### src/rtl/div_ctrl_pkg.sv
// Shared types and constants for the keypad-to-divider sequencer.
// Holds the FSM state encoding, error codes and default widths.
package div_ctrl_pkg;

    localparam int OP_W_DEF        = 8;
    localparam int Q_W_DEF         = 7;
    localparam int TIMEOUT_CYC_DEF = 1024;

    localparam logic [1:0] ERR_NONE = 2'd0;
    localparam logic [1:0] ERR_DIV0 = 2'd1;
    localparam logic [1:0] ERR_OVF  = 2'd2;
    localparam logic [1:0] ERR_TMO  = 2'd3;

    typedef enum logic [3:0] {
        S_GET_A_HI = 4'd0,
        S_GET_A_LO = 4'd1,
        S_GET_B_HI = 4'd2,
        S_GET_B_LO = 4'd3,
        S_CHECK    = 4'd4,
        S_START    = 4'd5,
        S_WAIT     = 4'd6,
        S_SHOW     = 4'd7,
        S_ERR      = 4'd8
    } state_e;

endpackage

### src/rtl/div_operand_entry.sv
// Nibble-wise operand register for A and B (high nibble first).
// The phase counter names the nibble the next key will land in.
module div_operand_entry
    import div_ctrl_pkg::*;
#(
    parameter int OP_W = OP_W_DEF
) (
    input  logic            clk,
    input  logic            rst,
    input  logic            clr_i,
    input  logic            restart_i,
    input  logic            load_i,
    input  logic [3:0]      key_i,
    output logic [OP_W-1:0] op_a_o,
    output logic [OP_W-1:0] op_b_o,
    output logic [1:0]      phase_o
);

    localparam int LO_W = OP_W - 4;

    logic [OP_W-1:0] op_a_q, op_a_d;
    logic [OP_W-1:0] op_b_q, op_b_d;
    logic [1:0]      phase_q, phase_d;

    // Next operand/phase: clear beats restart, restart beats a normal nibble load
    always_comb begin
        op_a_d  = op_a_q;
        op_b_d  = op_b_q;
        phase_d = phase_q;
        if (clr_i) begin
            op_a_d  = {OP_W{1'b0}};
            op_b_d  = {OP_W{1'b0}};
            phase_d = 2'd0;
        end else if (restart_i) begin
            op_a_d  = {key_i, {LO_W{1'b0}}};
            op_b_d  = {OP_W{1'b0}};
            phase_d = 2'd1;
        end else if (load_i) begin
            case (phase_q)
                2'd0:    op_a_d[OP_W-1 -: 4] = key_i;
                2'd1:    op_a_d[3:0]         = key_i;
                2'd2:    op_b_d[OP_W-1 -: 4] = key_i;
                2'd3:    op_b_d[3:0]         = key_i;
                default: op_a_d              = op_a_q;
            endcase
            phase_d = phase_q + 2'd1;
        end else begin
            phase_d = phase_q;
        end
    end

    // Operand and phase registers
    always_ff @(posedge clk or posedge rst) begin
        if (rst) begin
            op_a_q  <= {OP_W{1'b0}};
            op_b_q  <= {OP_W{1'b0}};
            phase_q <= 2'd0;
        end else begin
            op_a_q  <= op_a_d;
            op_b_q  <= op_b_d;
            phase_q <= phase_d;
        end
    end

    assign op_a_o  = op_a_q;
    assign op_b_o  = op_b_q;
    assign phase_o = phase_q;

endmodule

### src/rtl/div_seq_ctrl.sv
// Sequencer between keypad scanner and 8-bit divider: operand entry, pre-checks,
// start/wait-with-timeout handshake and result/error latch for the display.
module div_seq_ctrl
    import div_ctrl_pkg::*;
#(
    parameter int OP_W        = OP_W_DEF,
    parameter int Q_W         = Q_W_DEF,
    parameter int TIMEOUT_CYC = TIMEOUT_CYC_DEF
) (
    input  logic            clk,
    input  logic            rst,
    input  logic            key_valid,
    input  logic [3:0]      key_code,
    input  logic            clr_req,
    input  logic            div_done,
    input  logic [Q_W-1:0]  div_q,
    input  logic [Q_W-1:0]  div_r,
    output logic [OP_W-1:0] op_a,
    output logic [OP_W-1:0] op_b,
    output logic            div_start,
    output logic [Q_W-1:0]  res_q,
    output logic [Q_W-1:0]  res_r,
    output logic            res_valid,
    output logic [1:0]      err_code,
    output logic            busy,
    output logic [1:0]      entry_phase
);

    localparam int              CNT_W    = (TIMEOUT_CYC > 2) ? $clog2(TIMEOUT_CYC) : 1;
    localparam logic [CNT_W-1:0] CNT_LAST = CNT_W'(TIMEOUT_CYC - 1);

    // Quotient cannot fit in Q_W bits when a >= b * 2^Q_W
    function automatic logic quot_ovf(input logic [OP_W-1:0] a, input logic [OP_W-1:0] b);
        logic [OP_W+Q_W-1:0] a_ext;
        logic [OP_W+Q_W-1:0] b_ext;
        a_ext = {{Q_W{1'b0}}, a};
        b_ext = {b, {Q_W{1'b0}}};
        return (a_ext >= b_ext);
    endfunction

    state_e           state_q, state_d;
    logic [CNT_W-1:0] cnt_q, cnt_d;
    logic [1:0]       err_q, err_d;
    logic [Q_W-1:0]   quo_q, quo_d;
    logic [Q_W-1:0]   rem_q, rem_d;
    logic             div_start_q;
    logic             busy_q;
    logic             res_valid_q;
    logic             ent_clr_s;
    logic             ent_load_s;
    logic             ent_restart_s;
    logic [OP_W-1:0]  op_a_s;
    logic [OP_W-1:0]  op_b_s;
    logic [1:0]       phase_s;

    div_operand_entry #(
        .OP_W (OP_W)
    ) u_entry (
        .clk       (clk),
        .rst       (rst),
        .clr_i     (ent_clr_s),
        .restart_i (ent_restart_s),
        .load_i    (ent_load_s),
        .key_i     (key_code),
        .op_a_o    (op_a_s),
        .op_b_o    (op_b_s),
        .phase_o   (phase_s)
    );

    // Next-state, checks, timeout counting and result capture
    always_comb begin
        state_d       = state_q;
        cnt_d         = cnt_q;
        err_d         = err_q;
        quo_d         = quo_q;
        rem_d         = rem_q;
        ent_clr_s     = 1'b0;
        ent_load_s    = 1'b0;
        ent_restart_s = 1'b0;
        if (clr_req) begin
            state_d   = S_GET_A_HI;
            cnt_d     = {CNT_W{1'b0}};
            err_d     = ERR_NONE;
            quo_d     = {Q_W{1'b0}};
            rem_d     = {Q_W{1'b0}};
            ent_clr_s = 1'b1;
        end else begin
            case (state_q)
                S_GET_A_HI, S_GET_A_LO, S_GET_B_HI: begin
                    if (key_valid) begin
                        ent_load_s = 1'b1;
                        state_d    = state_e'(state_q + 4'd1);
                    end else begin
                        state_d = state_q;
                    end
                end
                S_GET_B_LO: begin
                    if (key_valid) begin
                        ent_load_s = 1'b1;
                        state_d    = S_CHECK;
                    end else begin
                        state_d = state_q;
                    end
                end
                S_CHECK: begin
                    if (op_b_s == {OP_W{1'b0}}) begin
                        err_d   = ERR_DIV0;
                        state_d = S_ERR;
                    end else if (quot_ovf(op_a_s, op_b_s)) begin
                        err_d   = ERR_OVF;
                        state_d = S_ERR;
                    end else begin
                        state_d = S_START;
                    end
                end
                S_START: begin
                    cnt_d   = {CNT_W{1'b0}};
                    state_d = S_WAIT;
                end
                S_WAIT: begin
                    // done on the final timeout cycle still counts as success
                    if (div_done) begin
                        quo_d   = div_q;
                        rem_d   = div_r;
                        state_d = S_SHOW;
                    end else if (cnt_q == CNT_LAST) begin
                        err_d   = ERR_TMO;
                        state_d = S_ERR;
                    end else begin
                        cnt_d = cnt_q + CNT_W'(1);
                    end
                end
                S_SHOW, S_ERR: begin
                    if (key_valid) begin
                        ent_restart_s = 1'b1;
                        err_d         = ERR_NONE;
                        state_d       = S_GET_A_LO;
                    end else begin
                        state_d = state_q;
                    end
                end
                default: begin
                    state_d = S_GET_A_HI;
                end
            endcase
        end
    end

    // State and registered outputs; flags are decoded from the upcoming state
    always_ff @(posedge clk or posedge rst) begin
        if (rst) begin
            state_q     <= S_GET_A_HI;
            cnt_q       <= {CNT_W{1'b0}};
            err_q       <= ERR_NONE;
            quo_q       <= {Q_W{1'b0}};
            rem_q       <= {Q_W{1'b0}};
            div_start_q <= 1'b0;
            busy_q      <= 1'b0;
            res_valid_q <= 1'b0;
        end else begin
            state_q     <= state_d;
            cnt_q       <= cnt_d;
            err_q       <= err_d;
            quo_q       <= quo_d;
            rem_q       <= rem_d;
            div_start_q <= (state_d == S_START);
            busy_q      <= (state_d == S_START) || (state_d == S_WAIT);
            res_valid_q <= (state_d == S_SHOW);
        end
    end

    assign op_a        = op_a_s;
    assign op_b        = op_b_s;
    assign entry_phase = phase_s;
    assign div_start   = div_start_q;
    assign busy        = busy_q;
    assign res_valid   = res_valid_q;
    assign err_code    = err_q;
    assign res_q       = quo_q;
    assign res_r       = rem_q;

endmodule
### config.mk
export PLATFORM = sky130hd
export DESIGN_NAME = div_seq_ctrl
export DESIGN_NICKNAME = d
export VERILOG_FILES = /design/src/rtl/div_ctrl_pkg.sv /design/src/rtl/div_operand_entry.sv /design/src/rtl/div_seq_ctrl.sv
export SDC_FILE = /design/constraint.sdc
export NUM_CORES = 1
export LEC_CHECK = 0
export ABC_AREA = 0
export CAP_MARGIN = 30
export CORE_MARGIN = 2
export CORE_UTILIZATION = 51
export CTS_BUF_LIST = sky130_fd_sc_hd__clkbuf_16
export DETAILED_ROUTE_END_ITERATION = 16
export MAX_ROUTING_LAYER = met4
export PLACE_DENSITY_LB_ADDON = 0.3
export SYNTH_ARGS = -nofsm -noshare
export SYNTH_HDL_FRONTEND = slang
export SYNTH_SLANG_ARGS = --single-unit
### constraint.sdc
create_clock -name clk -period 2.8 [get_ports clk]
set_input_delay 0.56 -clock clk [delete_from_list [all_inputs] [get_ports clk]]
set_output_delay 0.56 -clock clk [all_outputs]
set_load 0.02 [all_outputs]
After elaboration in Yosys (flattened, before gate mapping). Cells that the tools add are included.

Multiplexer cells: 45. Reductions and logical operators: 23. Add/sub/neg operators: 3. Magnitude comparators: 1. Eq/ne operators: 20.

Operators by type and width (count): 4-bit 2-to-1 mux (12); 8-bit 2-to-1 mux (6); 7-bit 2-to-1 mux (6); 10-bit 2-to-1 mux (3); 4-bit by 3-bit == test with 1-bit output (second input constant) (7); 4-bit case mux with 6 select lines (1); 10-bit case mux with 2 select lines (1); 2-bit 2-to-1 mux (9); 3-bit nonzero test (6); 8-bit by 15-bit >= comparator with 1-bit output (1); 3-bit != test (second input constant) (4); 10-bit by 1-bit adder with 10-bit output (second input constant) (1); 10-bit == test (second input constant) (1); 2-bit AND reduction (5); 4-bit by 2-bit == test with 1-bit output (second input constant) (2); 8-bit logical NOT (1); 1-bit 2-to-1 mux (6); 2-bit case mux with 3 select lines (1); 5-bit AND reduction (1); 4-bit by 1-bit adder with 4-bit output (second input constant) (1); 2-bit == test (second input constant) (2); 4-bit by 1-bit == test with 1-bit output (second input constant) (1); 4-bit == test (second input constant) (1); 4-bit logical NOT (1); other kinds (11) (12).

Bits in registers: 51. Input bits: 23.

Longest topological paths before layout.
Word-level depth: 7. Mapped depth: 9. Mapped depth without buffers: 8.

Hierarchy. A second synthesis with hierarchy kept.

Cell total of the unflattened synthesis: 289. Area, all modules: 2904.0 µm².

Modules (own cells, without submodules): div_seq_ctrl (instances 1, cells an instance 201, area an instance 1896.8 µm²); div_operand_entry (instances 1, cells an instance 88, area an instance 1007.2 µm²).

Least setup slack after synthesis. OpenSTA, ideal clock, no wires.

Kind: reg2reg. Start: reg state_q[0]. End: reg u_entry.op_a_q[4], in the netlist u_entry.op_a_o[4]. Data arrival time: 2.017 ns. Clock period less this slack: 2.142 ns. Setup slack: 0.658 ns. Stages on the path, launching flop included: 9. Buffers on the path: 2. Path through: dfrtp_1 -> inv_1 -> ha_1 -> buf_6 -> or3_4 -> o211a_1 -> buf_6 -> a21o_4 -> mux2_4.

Word-level cells in the longest chain between the ends: 6. Elaborated cells on any way between the ends: 17.

RTL lines: from (decl) (RTL line div_seq_ctrl.sv:41) `state_e state_q, state_d;`; from (signal assigned) (RTL line div_seq_ctrl.sv:161) `state_q <= state_d;`; 4-bit by 2-bit == test with 1-bit output (tied with other cells) (RTL line div_seq_ctrl.sv:88) `case (state_q)`; 4-bit OR reduction (no line) / 2-bit OR reduction (equally long branches); 1-bit 2-to-1 mux, on equally long branches; 1-bit 2-to-1 mux (RTL line div_seq_ctrl.sv:80) `if (clr_req) begin`; 3-bit nonzero test (no line) / 8-bit 2-to-1 mux (equally long branches); 2-bit AND reduction (no line) / 8-bit 2-to-1 mux (equally long branches); to (signal assigned) (RTL line div_operand_entry.sv:55) `op_a_q <= {OP_W{1'b0}};`; to (signal assigned) (RTL line div_operand_entry.sv:59) `op_a_q <= op_a_d;`; to (decl) (RTL line div_operand_entry.sv:21) `logic [OP_W-1:0] op_a_q, op_a_d;`.

Several ways; a longest one is shown, not always the timed one. A chain may end at the register's enable or synchronous reset.

Worst setup path in the final report.
Start: reg u_entry.op_b_q[0], in the netlist u_entry.op_b_o[0]. End: reg err_q[0], in the netlist err_code[0].

Word-level cells in the longest chain between the ends: 4. Elaborated cells on any way between the ends: 7.

RTL lines: from (decl) (RTL line div_operand_entry.sv:22) `logic [OP_W-1:0] op_b_q, op_b_d;`; from (signal assigned) (RTL line div_operand_entry.sv:56) `op_b_q <= {OP_W{1'b0}};`; from (signal assigned) (RTL line div_operand_entry.sv:60) `op_b_q <= op_b_d;`; branches (longest 4 deep; another with 8-bit by 15-bit >= comparator with 1-bit output); to (signal assigned) (RTL line div_seq_ctrl.sv:163) `err_q <= err_d;`; to (decl) (RTL line div_seq_ctrl.sv:43) `logic [1:0] err_q, err_d;`.

Parallel ways; which one is timed is not known.

==> results.py <==
metrics = {
    "sta": {
        "fmax_mhz": 416,
        "setup_viol": 0,
        "worst_margin_slew_ns": 0.580,
        "timing.final.hold_violations": 0,
        "maxSlewViolCount": 0,
        "timing.final.crit_period_ns": 2.40,
        "final_min_period_over_clock_period": 0.858,
        "setup-tns-final_ns": 0,
        "final.hold.worst_slack_ns": 0.504,
        "grt_setup_unrepaired": "false",
        "finalClockSkew_ns": 0.00712,
        "relSlewSlack": 0.613,
    },
    "global_route": {
        "grt-ovfl-total": 0,
        "grt_pass1_vias": 2349,
        "grt_pass1_wl_mm": 11.4,
        "grt_antenna_before_repair": 0,
        "gr-usage-all-layers": 0.241,
        "grt_max_degree": 25,
    },
    "place": {
        "detailedPlacementHpwl_mm": 4.71,
        "placedCellCount": 421,
        "buffer_ports.inserted": 59,
        "place_congestion": 0.902,
    },
    "clock_network": {
        "cts_setup_buffers": 0,
        "cts_buffer_count": 5,
        "cts-hold-fix-buffers": 0,
        "resized_gates_after_cts": 0,
        "clock-root-buffer": "sky130_fd_sc_hd__clkbuf_16",
        "htree_num_levels": 2,
        "clock_sink_total": 51,
        "clock_tree_from_tritoncts": "done",
        "cts_buffer_depth": 2,
        "clock_edge_transition_at_the_registers_on_the_reported_setup_and_hold_paths_ns": 0.07,
        "clock_insertion_delay_worst_skew_ns": 0.29,
    },
    "logic_synthesis": {
        "avgSynthCellArea_um2": 9.03,
        "post-synth-top-area-cell": "sky130_fd_sc_hd__dfrtp_1",
        "prevailing_post_synth_register_cell": "sky130_fd_sc_hd__dfrtp_1",
        "syn-cell-area_mm2": 0.00275,
        "yosys.area_share.adder": 0.0547,
        "synthCells": 304,
        "post_synth_mux_area_share": 0.0346,
        "largest_family_of_logic_cells_by_synthesized_area": "simple AND/OR/NAND/NOR gates",
        "post_synth_edffs": 0,
        "synth-simple-area-share": 0.216,
        "yosys_warnings": 0,
        "synth_top_area_share": 0.465,
        "ys_ff_latch": 51,
        "post_synth_main_area_contributors": "sky130_fd_sc_hd__dfrtp_1, sky130_fd_sc_hd__nand2_1, sky130_fd_sc_hd__a21oi_1, sky130_fd_sc_hd__ha_1, sky130_fd_sc_hd__nand3_1",
        "synth_cell_type_count": 47,
        "synthArstFlopShare": 1.00,
        "synth_compound_gate_area_share": 0.170,
        "fraction_of_synthesized_cell_area_in_xor_and_xnor_cells": 0.00957,
        "synth_sequential_area_ratio": 0.465,
        "yosysMostFrequentCell": "sky130_fd_sc_hd__nand2_1",
        "synth_fp_nets": 339,
        "synth_top_cells_by_count": "sky130_fd_sc_hd__nand2_1, sky130_fd_sc_hd__dfrtp_1, sky130_fd_sc_hd__a21oi_1, sky130_fd_sc_hd__nor2_1, sky130_fd_sc_hd__nand3_1",
    },
    "route": {
        "route.detailed.wl_per_inst_um": 15.5,
        "num_vias": 2411,
        "drt_iter0_drc": 154,
        "drt_wl_total_mm": 6.64,
        "postRouteAntennaNets": 0,
        "vias_per_cell": 5.62,
        "detailedRoute.firstPassIterationCount": 5,
        "route.detailed.drc": 0,
    },
    "layout": {
        "final_nets": 393,
        "finalNonFillerCells": 429,
        "multiInputGateArea_mm2": 0.00133,
        "antenna-diode-count": 0,
        "area.growth.synth_to_final_pct": 29.3,
        "post_route_cells_drive_above_1_share": 0.0696,
        "final-seq-area_mm2": 0.00128,
        "fillerInstances": 438,
    },
    "worst_setup_path": {
        "regToRegEndpoint": "err_code[0]",
        "critical_path_launch_point_type": "flip-flop",
        "cp_data_arrival_time_ns": 2.58,
        "crit_required_ns": 2.98,
        "worstSetupEndpointType": "flip-flop",
        "regToRegSetupSlack_ns": 0.40,
        "critPathMaxFanout": 6,
        "r2r_cells": 6,
        "worst_path_class_setup": "flip-flop to flip-flop",
        "regToRegStartpoint": "u_entry.op_b_o[0]",
    },
    "floorplan": {
        "design.portCount": 60,
        "die-area_mm2": 0.00599,
        "floorplan.die.width_um": 77.4,
        "start_util": 0.534,
        "die-height_um": 77.4,
        "core_area_mm2": 0.00514,
        "rows": 26,
    },
    "power": {
        "vdd.ir_drop.worst_uv": 340,
        "cellLeakagePower_nw": 1.48,
        "report.power.total_mw": 2.05,
        "power.density_mw_per_mm2": 577,
    },
    "min_path": {
        "timing.hold.worst_endpoint": "cnt_q[1]",
        "startpoint_of_the_tightest_hold_check_path": "cnt_q[1]",
        "hold_path_cell_cnt": 2,
        "hold_crit_class": "flip-flop to flip-flop",
    },
    "run_status": {
        "outcome": "complete, no violations",
    },
    "job": {
        "drv_cap": 0,
    },
}
## layout make-up
| cell class | count | share of cell area |
|---|---|---|
| well taps | 70 | 0.0247 |
| flip-flops and latches | 51 | 0.360 |
| multi-input cells | 222 | 0.375 |
| clock buffers | 5 | 0.0352 |
| repair buffers | 66 | 0.181 |
| clock inverters | 3 | 0.0120 |
| inverters | 12 | 0.0127 |
## worst max-delay path, cell delays in order (launching register included)
cell and delay [ns]:
sky130_fd_sc_hd__dfrtp_1 0.45, sky130_fd_sc_hd__ha_1 0.31, sky130_fd_sc_hd__nor4b_1 0.37, sky130_fd_sc_hd__a211oi_1 0.14, sky130_fd_sc_hd__a311oi_1 0.49, sky130_fd_sc_hd__nand3_1 0.19
sky130_fd_sc_hd__a221oi_1 0.35
## where the power goes
group | internal [mW] | total, mW | switching [mW]
sequential | 0.775 | 0.815 | 0.0402
clock | 0.422 | 0.689 | 0.267
combinational | 0.241 | 0.543 | 0.302
total | 1.44 | 2.05 | 0.610
## layout by cell type, fill, tap and decap left out, types with 2 or more instances in the layout
cell,synthesis,final
sky130_fd_sc_hd__a21oi_1,33,33
sky130_fd_sc_hd__a221oi_1,2,2
sky130_fd_sc_hd__a311oi_1,2,2
sky130_fd_sc_hd__a31oi_1,5,5
sky130_fd_sc_hd__and3_1,3,3
sky130_fd_sc_hd__buf_4,0,7
sky130_fd_sc_hd__clkbuf_16,0,5
sky130_fd_sc_hd__clkdlybuf4s50_1,0,59
sky130_fd_sc_hd__dfrtp_1,51,51
sky130_fd_sc_hd__ha_1,12,12
sky130_fd_sc_hd__inv_1,12,11
sky130_fd_sc_hd__mux2_4,3,3
sky130_fd_sc_hd__mux2i_1,5,5
sky130_fd_sc_hd__nand2_1,54,54
sky130_fd_sc_hd__nand2b_1,7,7
sky130_fd_sc_hd__nand3_1,16,16
sky130_fd_sc_hd__nand3b_1,4,4
sky130_fd_sc_hd__nand4_1,4,4
sky130_fd_sc_hd__nor2_1,19,19
sky130_fd_sc_hd__nor2b_1,6,6
sky130_fd_sc_hd__nor3_1,4,4
sky130_fd_sc_hd__nor4_1,2,2
sky130_fd_sc_hd__o211a_1,2,2
sky130_fd_sc_hd__o21ai_0,13,13
sky130_fd_sc_hd__o31ai_1,3,3
sky130_fd_sc_hd__or2_2,2,2
sky130_fd_sc_hd__xnor2_1,3,3
## how the worst max path moves through the flow
| stage | cells past startpoint | startpoint | slack [ns] | end |
|---|---|---|---|---|
| 3_3_place_gp | 9 | key_valid | 0.40 | busy |
| 6_report | 6 | u_entry.op_b_o[0] | 0.40 | err_code[0] |
| 3_5_place_dp | 9 | key_valid | 0.34 | busy |
| 2_1_floorplan | 8 | state_q[0] | 0.66 | u_entry.op_a_o[4] |
| 4_1_cts | 6 | u_entry.op_b_o[0] | 0.41 | err_code[0] |
| 5_1_grt | 6 | u_entry.op_b_o[0] | 0.17 | err_code[1] |
## state kept, by name, summed over array words and instances (netlist names)
register and cells:
u_entry.op_b_o 8, u_entry.op_a_o 8, res_r 7, u_entry.phase_o 2, res_valid 1, state_q 4
res_q 7, busy 1, cnt_q 10, div_start 1, err_code 2
## metrics by stage
stage	cell area [um^2]	util	worst slack [ns]
4_1_cts	3550	0.691	0.409
3_5_place_dp	3380	0.658	0.339
5_1_grt	3550	0.691	0.170
2_1_floorplan	2750	-	0.658
3_3_place_gp	3380	0.658	0.400
6_report	3550	0.691	0.396
## kinds of logic after synthesis
kind of cell / Yosys count
flip-flops: 51
adder cells (fa/ha/maj): 12
AND/OR/NAND/NOR: 125
multiplexers: 8
buffers and inverters: 31
AO/OA/AOI/OAI: 74
XOR/XNOR: 3
## routing by layer
metal	GRT usage	vias to the layer above	wire length [um]
li1	-	1164	-
met1	0.320	1155	2950
met2	0.390	84	3200
met3	0.0453	8	404
met4	0.0571	0	82
met5	-	-	0
Power figures use the tool's default switching activity.
